==> config.mk <==
export PLATFORM = sky130hd
export DESIGN_NAME = round_poly_pipe_flat
export DESIGN_NICKNAME = d
export VERILOG_FILES = /design/src/rtl/round_pkg.sv /design/src/rtl/round_poly_pipe_if.sv /design/src/rtl/round_lane.sv /design/src/rtl/round_poly_pipe.sv /design/src/flat_wrapper.sv
export SDC_FILE = /design/constraint.sdc
export NUM_CORES = 1
export LEC_CHECK = 0
export ABC_CLOCK_PERIOD_IN_PS = 14020
export CAP_MARGIN = 20
export CORE_MARGIN = 2
export CORE_UTILIZATION = 65
export CTS_BUF_LIST = sky130_fd_sc_hd__clkbuf_4
export CTS_CLUSTER_DIAMETER = 50
export DETAILED_ROUTE_END_ITERATION = 10
export GPL_TIMING_DRIVEN = 0
export PLACE_DENSITY = 0.87
export SLEW_MARGIN = 15
export SYNTH_ARGS = -nofsm -noshare
export SYNTH_HDL_FRONTEND = slang
export SYNTH_SLANG_ARGS = --single-unit
==> constraint.sdc <==
create_clock -name clk -period 14.02 [get_ports clk]
set_input_delay 2.103 -clock clk [delete_from_list [all_inputs] [get_ports clk]]
set_output_delay 2.103 -clock clk [all_outputs]
set_load 0.01 [all_outputs]
==> src/rtl/round_pkg.sv <==
// Shared constants, frame-state encoding and beat-count helper for the
// streaming Round() pipeline (round_poly_pipe and round_lane).
package round_pkg;

    localparam int W_DEF       = 13;
    localparam int Q_SNTRUP757 = 5167;
    localparam int P_SNTRUP757 = 757;

    typedef enum logic [1:0] {IDLE, RUN, FLUSH, DONE} state_e;

    // Number of beats needed to carry p coefficients, lanes per beat.
    function automatic int beats(input int p, input int lanes);
        return (p + lanes - 1) / lanes;
    endfunction

endpackage

==> src/rtl/round_poly_pipe_if.sv <==
// Stream bundle for round_poly_pipe: input beat channel and output beat
// channel, each with a valid/ready handshake.
interface round_poly_pipe_if
    import round_pkg::*;
#(
    parameter int LANES = 1,
    parameter int W     = W_DEF
);
    logic                 in_valid;
    logic                 in_ready;
    logic [LANES*W-1:0]   in_data;
    logic                 out_valid;
    logic                 out_ready;
    logic [LANES*W-1:0]   out_data;
    logic                 out_last;

    // Producer/consumer side (drives input beats, accepts output beats).
    modport master (
        output in_valid, in_data, out_ready,
        input  in_ready, out_valid, out_data, out_last
    );

    // Pipeline side.
    modport slave (
        input  in_valid, in_data, out_ready,
        output in_ready, out_valid, out_data, out_last
    );
endinterface

==> src/rtl/round_lane.sv <==
// One lane of the Round() datapath: centre-lift, mod-3 residue, snap to the
// nearest multiple of 3 and return to canonical form. Three register stages,
// all advancing together on adv_i. Build option ROUND_RANGE_CHK_EN adds an
// x >= Q comparator that zeroes the lane and reports it on bad_o.
module round_lane
    import round_pkg::*;
#(
    parameter int W = W_DEF,
    parameter int Q = Q_SNTRUP757
)(
    input  logic         clk,
    input  logic         rst,
    input  logic         adv_i,
    input  logic [W-1:0] x_i,
    input  logic         kill_i,
    output logic         bad_o,
    output logic [W-1:0] y_o
);
    localparam logic [W-1:0]      HALF_W  = W'((Q - 1) / 2);
    localparam logic [W-1:0]      Q_W     = W'(Q);
    localparam logic signed [W:0] Q_S     = (W+1)'(Q);
    localparam logic signed [W:0] THREE_S = (W+1)'(3);
    localparam logic signed [W:0] ONE_S   = (W+1)'(1);

    logic signed [W:0] s1_q, s1_d, s2_q;
    logic              k1_q, k1_d, k2_q;
    logic [1:0]        r2_q, r2_d;
    logic signed [W:0] rem, y3, c3;
    logic [W-1:0]      y_q, y_d;
    logic              bad;

    // Stage 1 input side: optional range check, then centre-lift into signed form.
    always_comb begin
        bad = 1'b0;
`ifdef ROUND_RANGE_CHK_EN
        bad = (x_i >= Q_W);
`endif
        k1_d = kill_i | bad;
        s1_d = (x_i > HALF_W) ? (signed'({1'b0, x_i}) - Q_S) : signed'({1'b0, x_i});
    end

    // Stage 2 input side: residue mod 3 folded to 0..2 even for negative values.
    always_comb begin
        rem  = s1_q % THREE_S;
        r2_d = (rem < 0) ? 2'(rem + THREE_S) : 2'(rem);
    end

    // Stage 3 input side: snap to nearest multiple of 3, back to 0..Q-1, zero if killed.
    always_comb begin
        case (r2_q)
            2'd1:    y3 = s2_q - ONE_S;
            2'd2:    y3 = s2_q + ONE_S;
            default: y3 = s2_q;
        endcase
        c3  = (y3 < 0) ? (y3 + Q_S) : y3;
        y_d = k2_q ? '0 : c3[W-1:0];
    end

    // All three stages shift together; nothing moves while the pipe is stalled.
    always_ff @(posedge clk) begin
        if (rst) begin
            s1_q <= '0;
            k1_q <= 1'b0;
            s2_q <= '0;
            r2_q <= '0;
            k2_q <= 1'b0;
            y_q  <= '0;
        end else if (adv_i) begin
            s1_q <= s1_d;
            k1_q <= k1_d;
            s2_q <= s1_q;
            r2_q <= r2_d;
            k2_q <= k1_q;
            y_q  <= y_d;
        end
    end

    assign bad_o = bad;
    assign y_o   = y_q;

endmodule

==> src/rtl/round_poly_pipe.sv <==
// Streaming Round() over a polynomial of P coefficients, LANES per beat.
// A frame FSM (IDLE/RUN/FLUSH/DONE) counts accepted beats, tags the final
// one with out_last and pulses done once it has left the pipe.
// Build option ROUND_RANGE_CHK_EN enables the sticky err range flag.
module round_poly_pipe
    import round_pkg::*;
#(
    parameter int W     = W_DEF,
    parameter int Q     = Q_SNTRUP757,
    parameter int P     = P_SNTRUP757,
    parameter int LANES = 1
)(
    input  logic             clk,
    input  logic             rst,
    input  logic             start,
    round_poly_pipe_if.slave bus,
    output logic             busy,
    output logic             done,
    output logic             err
);
    localparam int B          = beats(P, LANES);
    // Lanes at or above this index are padding on the final beat.
    localparam int LAST_LANES = P - (B - 1) * LANES;
    localparam int CW         = (B > 1) ? $clog2(B) : 1;
    localparam logic [CW-1:0] CNT_LAST = CW'(B - 1);

    state_e             state_q, state_d;
    logic [CW-1:0]      cnt_q, cnt_d;
    logic               err_q, err_d;
    logic               v1_q, v2_q, v3_q;
    logic               l1_q, l2_q, l3_q;
    logic               adv, in_ready, accept, last_beat, range_hit;
    logic [LANES-1:0]   bad_vec;
    logic [LANES*W-1:0] in_data_w, out_data_w;

    assign adv       = !v3_q || bus.out_ready;
    assign in_ready  = (state_q == RUN) && adv;
    assign accept    = bus.in_valid && in_ready;
    assign last_beat = (cnt_q == CNT_LAST);
    assign in_data_w = bus.in_data;
    assign range_hit = accept && (|bad_vec);

    for (genvar gi = 0; gi < LANES; gi++) begin : g_lane
        localparam bit DEAD_ON_LAST = (gi >= LAST_LANES);
        logic kill, bad;

        assign kill = last_beat && DEAD_ON_LAST;

        round_lane #(.W(W), .Q(Q)) u_lane (
            .clk    (clk),
            .rst    (rst),
            .adv_i  (adv),
            .x_i    (in_data_w[gi*W +: W]),
            .kill_i (kill),
            .bad_o  (bad),
            .y_o    (out_data_w[gi*W +: W])
        );

        // Padding lanes never raise the range error.
        assign bad_vec[gi] = bad && !kill;
    end

    // Frame sequencing: beat counting, final-beat detection, sticky error.
    always_comb begin
        state_d = state_q;
        cnt_d   = cnt_q;
        err_d   = err_q | range_hit;
        case (state_q)
            IDLE: begin
                if (start) begin
                    state_d = RUN;
                    cnt_d   = '0;
                    err_d   = 1'b0;
                end
            end
            RUN: begin
                if (accept) begin
                    cnt_d = cnt_q + CW'(1);
                    if (last_beat) begin
                        state_d = FLUSH;
                    end
                end
            end
            FLUSH: begin
                if (v3_q && bus.out_ready && l3_q) begin
                    state_d = DONE;
                end
            end
            DONE:    state_d = IDLE;
            default: state_d = IDLE;
        endcase
    end

    // FSM state, beat counter and error flag registers.
    always_ff @(posedge clk) begin
        if (rst) begin
            state_q <= IDLE;
            cnt_q   <= '0;
            err_q   <= 1'b0;
        end else begin
            state_q <= state_d;
            cnt_q   <= cnt_d;
            err_q   <= err_d;
        end
    end

    // Valid and last flags travel alongside the lane data, stage for stage.
    always_ff @(posedge clk) begin
        if (rst) begin
            v1_q <= 1'b0; v2_q <= 1'b0; v3_q <= 1'b0;
            l1_q <= 1'b0; l2_q <= 1'b0; l3_q <= 1'b0;
        end else if (adv) begin
            v1_q <= accept;
            l1_q <= accept && last_beat;
            v2_q <= v1_q;
            l2_q <= l1_q;
            v3_q <= v2_q;
            l3_q <= l2_q;
        end
    end

    assign bus.in_ready  = in_ready;
    assign bus.out_valid = v3_q;
    assign bus.out_last  = l3_q;
    assign bus.out_data  = out_data_w;
    assign busy          = (state_q == RUN) || (state_q == FLUSH);
    assign done          = (state_q == DONE);
    assign err           = err_q;

endmodule

==> src/flat_wrapper.sv <==
// flat-port wrapper written by rule: the top's interface ports become plain ports
module round_poly_pipe_flat import round_pkg::*;
#(
    parameter int W     = W_DEF,
    parameter int Q     = Q_SNTRUP757,
    parameter int P     = P_SNTRUP757,
    parameter int LANES = 1
)
  (clk, rst, start, busy, done, err, bus_in_valid, bus_in_data, bus_out_ready, bus_in_ready, bus_out_valid, bus_out_data, bus_out_last);
  round_poly_pipe_if #(.LANES(LANES), .W(W)) bus_i ();
  input  logic clk;
  input  logic rst;
  input  logic start;
  output logic busy;
  output logic done;
  output logic err;
  input wire logic [$bits(bus_i.in_valid)-1:0] bus_in_valid;
  input wire logic [$bits(bus_i.in_data)-1:0] bus_in_data;
  input wire logic [$bits(bus_i.out_ready)-1:0] bus_out_ready;
  output wire logic [$bits(bus_i.in_ready)-1:0] bus_in_ready;
  output wire logic [$bits(bus_i.out_valid)-1:0] bus_out_valid;
  output wire logic [$bits(bus_i.out_data)-1:0] bus_out_data;
  output wire logic [$bits(bus_i.out_last)-1:0] bus_out_last;
  assign bus_i.in_valid = bus_in_valid;
  assign bus_i.in_data = bus_in_data;
  assign bus_i.out_ready = bus_out_ready;
  assign bus_in_ready = bus_i.in_ready;
  assign bus_out_valid = bus_i.out_valid;
  assign bus_out_data = bus_i.out_data;
  assign bus_out_last = bus_i.out_last;
  round_poly_pipe #(.W(W), .Q(Q), .P(P), .LANES(LANES)) u_core (.clk(clk), .rst(rst), .start(start), .bus(bus_i), .busy(busy), .done(done), .err(err));
endmodule
======== Yosys cells after proc, flatten, opt, wreduce, memory -nomap -nowiden ========
Index checks and enable logic that the tools add are counted.
word-level totals
  register bits ........................... 61
  bits of input ports ..................... 18
  output and inout bits ................... 19
cells by class
  add/subtract/negate cells ............... 6
  divide/modulo/power cells ............... 1
  order comparisons ....................... 3
  equality and inequality tests ........... 10
  muxes and demuxes ....................... 12
  reductions and logical operators ........ 12
operator list
  kind                                                         count
  less-than comparator 14 x 1 -> 1 bit, second input constant  2
  case mux 14 bit (2 select lines)                             1
  2-to-1 mux 10 bit                                            2
  case mux 10 bit (2 select lines)                             1
  adder 14 x 2 -> 14 bit, second input constant                1
  remainder unit 14 x 3 -> 14 bit, second input constant       1
  2-to-1 mux 14 bit                                            1
  subtractor 13 x 13 -> 14 bit, second input constant          1
  subtractor 14 x 2 -> 14 bit, second input constant           1
  adder 13 bit, second input constant                          1
  > comparator 13 x 12 -> 1 bit, second input constant         1
  2-to-1 mux 13 bit                                            1
  adder 10 x 1 -> 10 bit, second input constant                1
  == test 10 bit, second input constant                        1
  2-to-1 mux 2 bit                                             5
  case mux 2 bit (4 select lines)                              1
  == test 2 bit, second input constant                         3
  inequality test 2 x 1 -> 1 bit, second input constant        3
  logical AND 1 bit                                            5
  == test 2 x 1 -> 1 bit, second input constant                2
  AND reduction 4 bit                                          1
  AND reduction 3 bit                                          1
  adder 2 x 1 -> 2 bit, second input constant                  1
  zero test 2 bit                                              1
  other kinds (4)                                              5

======== Longest topological paths before layout ========
Gate-level depths: netlist of the first run.
  word-level depth ........................ 6
  gate-level depth with buffers ........... 30
  depth with buffers taken out ............ 27

======== Modules after synthesis ========
From an unflattened synthesis of the first run, not the netlist that was laid out.
unflattened totals
  cells, all modules ...................... 739
  area, all modules ....................... 5764.3 sq um
modules (own cells, without submodules)
  module           times used  cells an instance  area each (sq um)
  round_lane       1           618                4747.1
  round_poly_pipe  1           121                1017.2

======== Worst setup path before layout of the first run ========
Ideal clock, no wire load.
  kind .................................... register to register
  from .................................... reg u_core.g_lane[0].u_lane.s1_q[0]
  to ...................................... reg u_core.g_lane[0].u_lane.r2_q[1]
  setup time .............................. 0.122 ns
  arrival time ............................ 6.769 ns
  setup slack ............................. 7.129 ns
  cell stages (with the launch flop) ...... 31
  clock period less this slack ............ 6.891 ns
  cells stage by stage .................... dfxtp_1 -> buf_2 -> clkinv_1 -> ha_1 -> clkbuf_1 -> or3b_2 -> or4_1 -> nand4_1 -> or4b_1 -> and4_1 -> buf_6 -> nand2_1 -> a21oi_1 -> nor3_1 -> o41a_1 -> o22ai_1 -> a21oi_1 -> inv_2 -> ha_1 -> inv_1 -> nand2_1 -> a2111o_1 -> nand3_1 -> o21ai_0 -> ha_1 -> a311oi_1 -> a22oi_1 -> or4_4 -> a2111o_1 -> o211ai_2 -> a21oi_1
between the ends
  word-level cells in the longest chain between the ends .. 3
  elaborated cells between the ends (all ways) .. 4
  classes of those cells .................. add/sub (1); div (1); order compare (1); mux (1)
RTL lines
  what                                                                          line              source
  start: declaration                                                            round_lane.sv:25  logic signed [W:0] s1_q, s1_d, s2_q;
  start signal: assignment                                                      round_lane.sv:62  s1_q <= '0;
  start signal: assignment                                                      round_lane.sv:69  s1_q <= s1_d;
  remainder unit 14 x 3 -> 14 bit (*)                                           round_lane.sv:44  rem = s1_q % THREE_S;
  less-than comparator 14 x 1 -> 1 bit or adder 2 x 1 -> 2 bit (tied branches)  round_lane.sv:45  r2_d = (rem < 0) ? 2'(rem + THREE_S) : 2'(rem);
  2-to-1 mux 2 bit (*)                                                          round_lane.sv:45
  end signal: assignment                                                        round_lane.sv:72  r2_q <= r2_d;
  end: declaration                                                              round_lane.sv:27  logic [1:0] r2_q, r2_d;
Mark *: on every way between the ends. The rest lies on a longest branch, timed or not.
A chain may end at the register's enable or synchronous reset.

======== Worst setup path after layout of the first run ========
Ends and elaborated chain as after synthesis.

==> qor.yml, run 1 <==
fin_skew_ns: 0.01396
required_ns: 14.33
grt_pass1_vias: 5411
pwr-share-comb: 0.651
drv_slew: 0
yosysWarnings: 0
root_buffer: "clkbuf_4"
met2_usage: 0.6180
crit_top_cell: "ha_1"
synth_edf_count: 0
rows: 33
yosys_register_bits: 61
p_sw_frac: 0.4712
fillCellCount: 610
grt_max_degree: 15
crit_arrival_ns: 8.41
viasPerCell: 6.702
switchingPower_uw: 489.1
hold_buffers: 0
wire_per_inst_um: 17.13
synthDistinctLibCells: 91
syn_area_mm2: 0.005399
start_util: 0.6637
fin_util: 0.7417
tritoncts: "yes"
insertion_delay_ns: 0.42
dp_slack_ns: 6.135
grt_use_met3: 0.05455
leakage_nw: 2.273
p_int_uw: 548.9
syn_nets: 764
portBuffers: 34
hp-class: "flip-flop to flip-flop"
synthTopCellsByCount: "87 x nand2_1, 65 x nor2_1, 61 x dfxtp_1, 59 x a21oi_1, 32 x o21ai_0"
yosys.area.top_type: "dfxtp_1"
ir_drop_uv: 126.4
drive_gt1_frac: 0.07393
slew_headroom: 0.4037
gp_congestion: 0.9851
antenna_found_initial: 0
synthCells: 721
cts_setup_buffers: 0
finalCritPeriodShare: 0.5781
fp.coreArea_mm2: 0.008134
fin_ws_ns: 5.916
synth_flop_cell: "dfxtp_1"
drc: 0
ant_nets: 0
syn_area_per_cell_um2: 7.488
area_growth_pct: 11.75
numCtsBuffers: 9
dr_total_vias: 5871
dieArea_mm2: 0.009051
fmax_mhz: 123.4
use_met1: 0.4147
rsz0062_at_grt: "false"
post_cts_resized: 0
slowest_stage: "nor3_1"
grt_pass1_wl_um: 25120
synth_seq_area_share: 0.2262
h-tree-depth: 3
track_usage: 0.3440
grt-ovfl-total: 0
tns_ns: 0
path_max_fanout: 10
whs_ns: 0.4644
clk_path_buf_depth: 2
criticalPathCategory: "flip-flop to flip-flop"
clk_pin_slew_worst_paths_ns: 0.10
cap_violations: 0
nNetsFinal: 809
dr.pass1.iters: 5
grt-busiest-layer: "met2"
p_per_area_mw_per_mm2: 172.1
hold_violations: 0
finalSetupViolations: 0
clock_power_share: 0.137
yosysMostFrequentCell: "nand2_1"
worstSetupStartpointType: "flip-flop"
antennaDiodeCount: 0
drt-initial-drc-count: 462
wirelength_um: 15010
min_period_ns: 8.104
seqPwrFrac: 0.211
hpwl_um: 11130
status: "complete, no violations"
synthArstFlopShare: 0
synth_area_leaders: "dfxtp_1 23%, nand2_1 6.0%, ha_1 5.6%"
die_h_um: 95.14
die_w_um: 95.14
synth_top_area_frac: 0.2262
ios: 37
cp-end-kind: "flip-flop"
cts_sinks: 61
slowest_delay_ns: 0.61
worstMarginPinSlew_ns: 0.8870
[stage by stage]
stage          power (mW)  cells  instance area (µm²)
6_report            1.038    876                 6033
5_1_grt             1.121    876                 6033
4_1_cts             1.022    876                 6033
3_5_place_dp       0.8771    860                 5871
3_3_place_gp       0.8514    860                 5871
2_1_floorplan      0.7268    721                 5399
[layout by cell type, fill, tap and decap left out, types with 9 or more instances in the layout]
cell type | Yosys | routed
nor4_1 | 10 | 10
nand3_1 | 24 | 24
a211oi_1 | 18 | 18
or3_1 | 11 | 11
clkbuf_4 | 0 | 12
xnor2_1 | 24 | 24
nand2b_1 | 9 | 9
nand4_1 | 17 | 17
xor2_1 | 21 | 21
dfxtp_1 | 61 | 61
clkdlybuf4s50_1 | 0 | 34
a311oi_1 | 9 | 9
clkbuf_1 | 30 | 30
o21ai_0 | 32 | 32
nor3_1 | 21 | 21
ha_1 | 24 | 24
inv_1 | 25 | 25
nor2_1 | 65 | 65
nand2_1 | 87 | 87
a21o_1 | 9 | 9
a21oi_1 | 59 | 59
[final timing paths]
path,slack (ns),startpoint,end,cells past startpoint
worst min-delay path,0.46,u_core.l1_q,u_core.l1_q,2
worst min register to register,0.46,u_core.l1_q,u_core.l1_q,2
worst max register to register,5.92,u_core.g_lane[0].u_lane.s1_q[0],u_core.g_lane[0].u_lane.r2_q[1],28
worst max-delay path,5.92,u_core.g_lane[0].u_lane.s1_q[0],u_core.g_lane[0].u_lane.r2_q[1],28
[power by group through the flow]
stage               sequential, mW  clock, mW  combinational, mW
global placement             0.221          0              0.630
CTS                          0.219      0.142              0.661
floorplan                    0.224          0              0.503
global route                 0.222      0.149              0.749
detailed placement           0.222          0              0.655
finish                       0.219      0.142              0.676
[flip-flops by register name (all words and copies together) (netlist names), 2 cells and up]
signal and flops:
u_core.g_lane.u_lane.s2_q 14, u_core.g_lane.u_lane.y_o 13, u_core.state_q 2, u_core.cnt_q 10, u_core.g_lane.u_lane.r2_q 2, u_core.g_lane.u_lane.s1_q 14
[kinds of logic after synthesis]
| logic type | count (synthesis) | share of synthesized area |
|---|---|---|
| buf+inv | 71 | 0.05562 |
| other cells | 1 | 0.0006946 |
| mux | 5 | 0.009733 |
| simple gates | 290 | 0.2711 |
| fa+ha+maj | 25 | 0.05933 |
| xor+xnor | 45 | 0.07300 |
| compound gates | 223 | 0.3043 |
| flops | 61 | 0.2262 |
[final cells by class]
type                    instances  area [µm²]  area share
plain buffers                  42       191.4     0.03173
clock buffers                  12       90.09     0.01493
clock inverters                 4       72.57     0.01203
inverters                      29       108.9     0.01804
multi-input cells             589        3877      0.6427
flip-flops and latches         61        1221      0.2024
well taps                     105       131.4     0.02178
repair buffers                 34       340.3     0.05641
[worst max-delay path, delay by kind of cell (launching register included)]
family                   cells  cell delay [ns]
buffers and inverters        5             1.03
adder cells (fa/ha/maj)      3             0.75
AO/OA/AOI/OAI               12             3.32
AND/OR/NAND/NOR              8             2.55
flip-flops                   1             0.34
[per-layer routing]
layer,share of wire,vias to the layer above
li1,-,2778
met1,0.41,2753
met2,0.50,298
met3,0.066,42
met4,0.024,0
met5,0,-
(Power assumes the default switching activity.)
==> inputs of run 2 (changes only) <==
--- a/config.mk
+++ b/config.mk
@@ -5,15 +5,15 @@
 export SDC_FILE = /design/constraint.sdc
 export NUM_CORES = 1
 export LEC_CHECK = 0
-export ABC_CLOCK_PERIOD_IN_PS = 14020
+export ABC_CLOCK_PERIOD_IN_PS = 7300
 export CAP_MARGIN = 20
 export CORE_MARGIN = 2
-export CORE_UTILIZATION = 65
+export CORE_UTILIZATION = 56
 export CTS_BUF_LIST = sky130_fd_sc_hd__clkbuf_4
 export CTS_CLUSTER_DIAMETER = 50
 export DETAILED_ROUTE_END_ITERATION = 10
 export GPL_TIMING_DRIVEN = 0
-export PLACE_DENSITY = 0.87
+export PLACE_DENSITY = 0.79
 export SLEW_MARGIN = 15
 export SYNTH_ARGS = -nofsm -noshare
 export SYNTH_HDL_FRONTEND = slang
==> constraint.sdc (replaced) <==
create_clock -name clk -period 7.3 [get_ports clk]
set_input_delay 1.095 -clock clk [delete_from_list [all_inputs] [get_ports clk]]
set_output_delay 1.095 -clock clk [all_outputs]
set_load 0.01 [all_outputs]
==> run 2 against run 1 <==
- design area rose by 2.4%
- sequential power is 92% higher
- via count decreased by 1.8%
- combinational power up 100%
- flip-flop and latch count unchanged
- setup slack got worse by 5.6 ns
- critical path depth is 1 higher
- total power is 96% higher
- critical path type unchanged
- highest routed layer unchanged
==> qor.yml, run 2 (synthesis gave the netlist of run 1 again) <==
leakage_nw: 2.293  # +0.90%
clk_path_buf_depth: 2  # unchanged
dr.pass1.iters: 5  # unchanged
rsz0062_at_grt: "false"
grt-ovfl-total: 0  # unchanged
drt-initial-drc-count: 389  # -16%
slowest_delay_ns: 0.51  # -0.10 ns
pwr-share-comb: 0.666  # +0.015
start_util: 0.5815  # -0.08221
dp_slack_ns: -0.6786  # -6.813 ns
ir_drop_uv: 250.6  # +98%
hpwl_um: 11090  # -0.39%
dr_total_vias: 5765  # -1.8%
numCtsBuffers: 9  # unchanged
slowest_stage: "or4_1"
wire_per_inst_um: 16.64  # -2.9%
cp-end-kind: "flip-flop"
layout_common_cells: "87 x nand2_1, 63 x nor2_1, 61 x dfxtp_1, 58 x a21oi_1, 34 x clkdlybuf4s50_1"
ant_nets: 0  # unchanged
clock_power_share: 0.127  # -0.010
ios: 37  # unchanged
tritoncts: "yes"
grt_max_degree: 15  # unchanged
path_max_fanout: 10  # unchanged
die_w_um: 102.2  # +7.4%
multi_input_area_mm2: 0.003981  # +2.7%
antennaDiodeCount: 0  # unchanged
clk_pin_slew_worst_paths_ns: 0.10  # about the same
p_per_area_mw_per_mm2: 329.9  # +92%
fin_skew_ns: 0.01345  # -0.0005086 ns
p_sw_frac: 0.4747  # +0.003544
grt_pass1_vias: 5467  # +1.0%
worstMarginPinSlew_ns: 0.9473  # +0.06027 ns
die_h_um: 102.2  # +7.4%
tns_ns: 0  # unchanged
fin_total_pwr_mw: 2.039  # +96%
cts_sinks: 61  # unchanged
required_ns: 7.58  # -6.75 ns
finalSetupViolations: 0  # unchanged
antenna_found_initial: 0  # unchanged
whs_ns: 0.4564  # -0.007972 ns
portBuffers: 34  # unchanged
placed_area_mm2: 0.005901  # +0.51%
worstSetupStartpointType: "flip-flop"
root_buffer: "clkbuf_4"
slew_headroom: 0.3639  # -0.03980
drc: 0  # unchanged
fillCellCount: 799  # +31%
fp.coreArea_mm2: 0.009284  # +14%
fin_ws_ns: 0.3242  # -5.591 ns
drv_slew: 0  # unchanged
criticalPathCategory: "flip-flop to flip-flop"
fin_area_mm2: 0.006180  # +2.4%
grt_pass1_wl_um: 24810  # -1.2%
status: "complete, no violations"
p_int_mw: 1.071  # +95%
drive_gt1_frac: 0.09573  # +0.02180
fmax_mhz: 143.4  # +16%
rows: 35  # +6.1%
wirelength_um: 15010  # unchanged
layout_commonest_cell: "nand2_1"
switchingPower_uw: 967.7  # +98%
area_growth_pct: 14.46
insertion_delay_ns: 0.41  # about the same
finalCritPeriodShare: 0.9556  # +0.3775
nNetsFinal: 811  # +0.25%
viasPerCell: 6.391  # -4.6%
hold_violations: 0  # unchanged
fin_util: 0.6656  # -0.07610
h-tree-depth: 3  # unchanged
dieArea_mm2: 0.01044  # +15%
min_period_ns: 6.976  # -1.129 ns
cap_violations: 0  # unchanged
gp_congestion: 0.9044  # -8.2%
track_usage: 0.2926  # -0.05149
final-seq-area_mm2: 0.001221  # unchanged
crit_arrival_ns: 7.26  # -1.15 ns
seqPwrFrac: 0.206  # -0.005
hp-class: "flip-flop to flip-flop"
dpl.cell_count: 884  # +2.8%
finalNonFillerCells: 902  # +3.0%
-- run 2: timing repair --
item / 4_1_cts / 5_1_grt
setup buffers: 1 / 2
hold buffers: 0 / 0
resized for setup: 11 / 13
endpoints found under the setup margin: 2 / 2
pin swaps: 1 / 2
cloned: 0 / 0
-- run 2: area by class of cell --
cell class	instances	share of cell area
Inverter	29	0.01822
Tap cell	129	0.02612
Buffer	41	0.03037
Clock buffer	10	0.01215
Multi-Input combinational cell	589	0.6443
Sequential cell	61	0.1976
Clock inverter	6	0.01255
Timing Repair Buffer	37	0.05872
-- run 2: per-layer routing --
metal  vias up  share of wire  GRT usage
li1       2785              -          -
met1      2739           0.43     0.3544
met2       209           0.50     0.5319
met3        32          0.046    0.03420
met4         0          0.024     0.1067
met5         -              0          0
-- run 2: power groups by stage --
stage | logic, mW | clock network (mW) | registers, mW
2_1_floorplan | 0.965 | 0 | 0.431
3_3_place_gp | 1.22 | 0 | 0.425
3_5_place_dp | 1.27 | 0 | 0.427
4_1_cts | 1.30 | 0.259 | 0.420
5_1_grt | 1.48 | 0.274 | 0.426
6_report | 1.36 | 0.260 | 0.421
-- run 2: worst max-delay path: cells and delay by family, from the launching register on --
family                   cells  cell delay [ns]
AO/OA/AOI/OAI               10             2.09
adder cells (fa/ha/maj)      3             0.63
buffers and inverters        5             0.67
flip-flops                   1             0.34
AND/OR/NAND/NOR             11             3.11
-- run 2: final timing paths --
kind | start | end | slack, ns | cells after the start
max reg2reg | u_core.g_lane[0].u_lane.s1_q[0] | u_core.g_lane[0].u_lane.r2_q[1] | 0.32 | 29
min reg2reg | u_core.l2_q | u_core.l2_q | 0.46 | 2
max | u_core.g_lane[0].u_lane.s1_q[0] | u_core.g_lane[0].u_lane.r2_q[1] | 0.32 | 29
min | u_core.l2_q | u_core.l2_q | 0.46 | 2
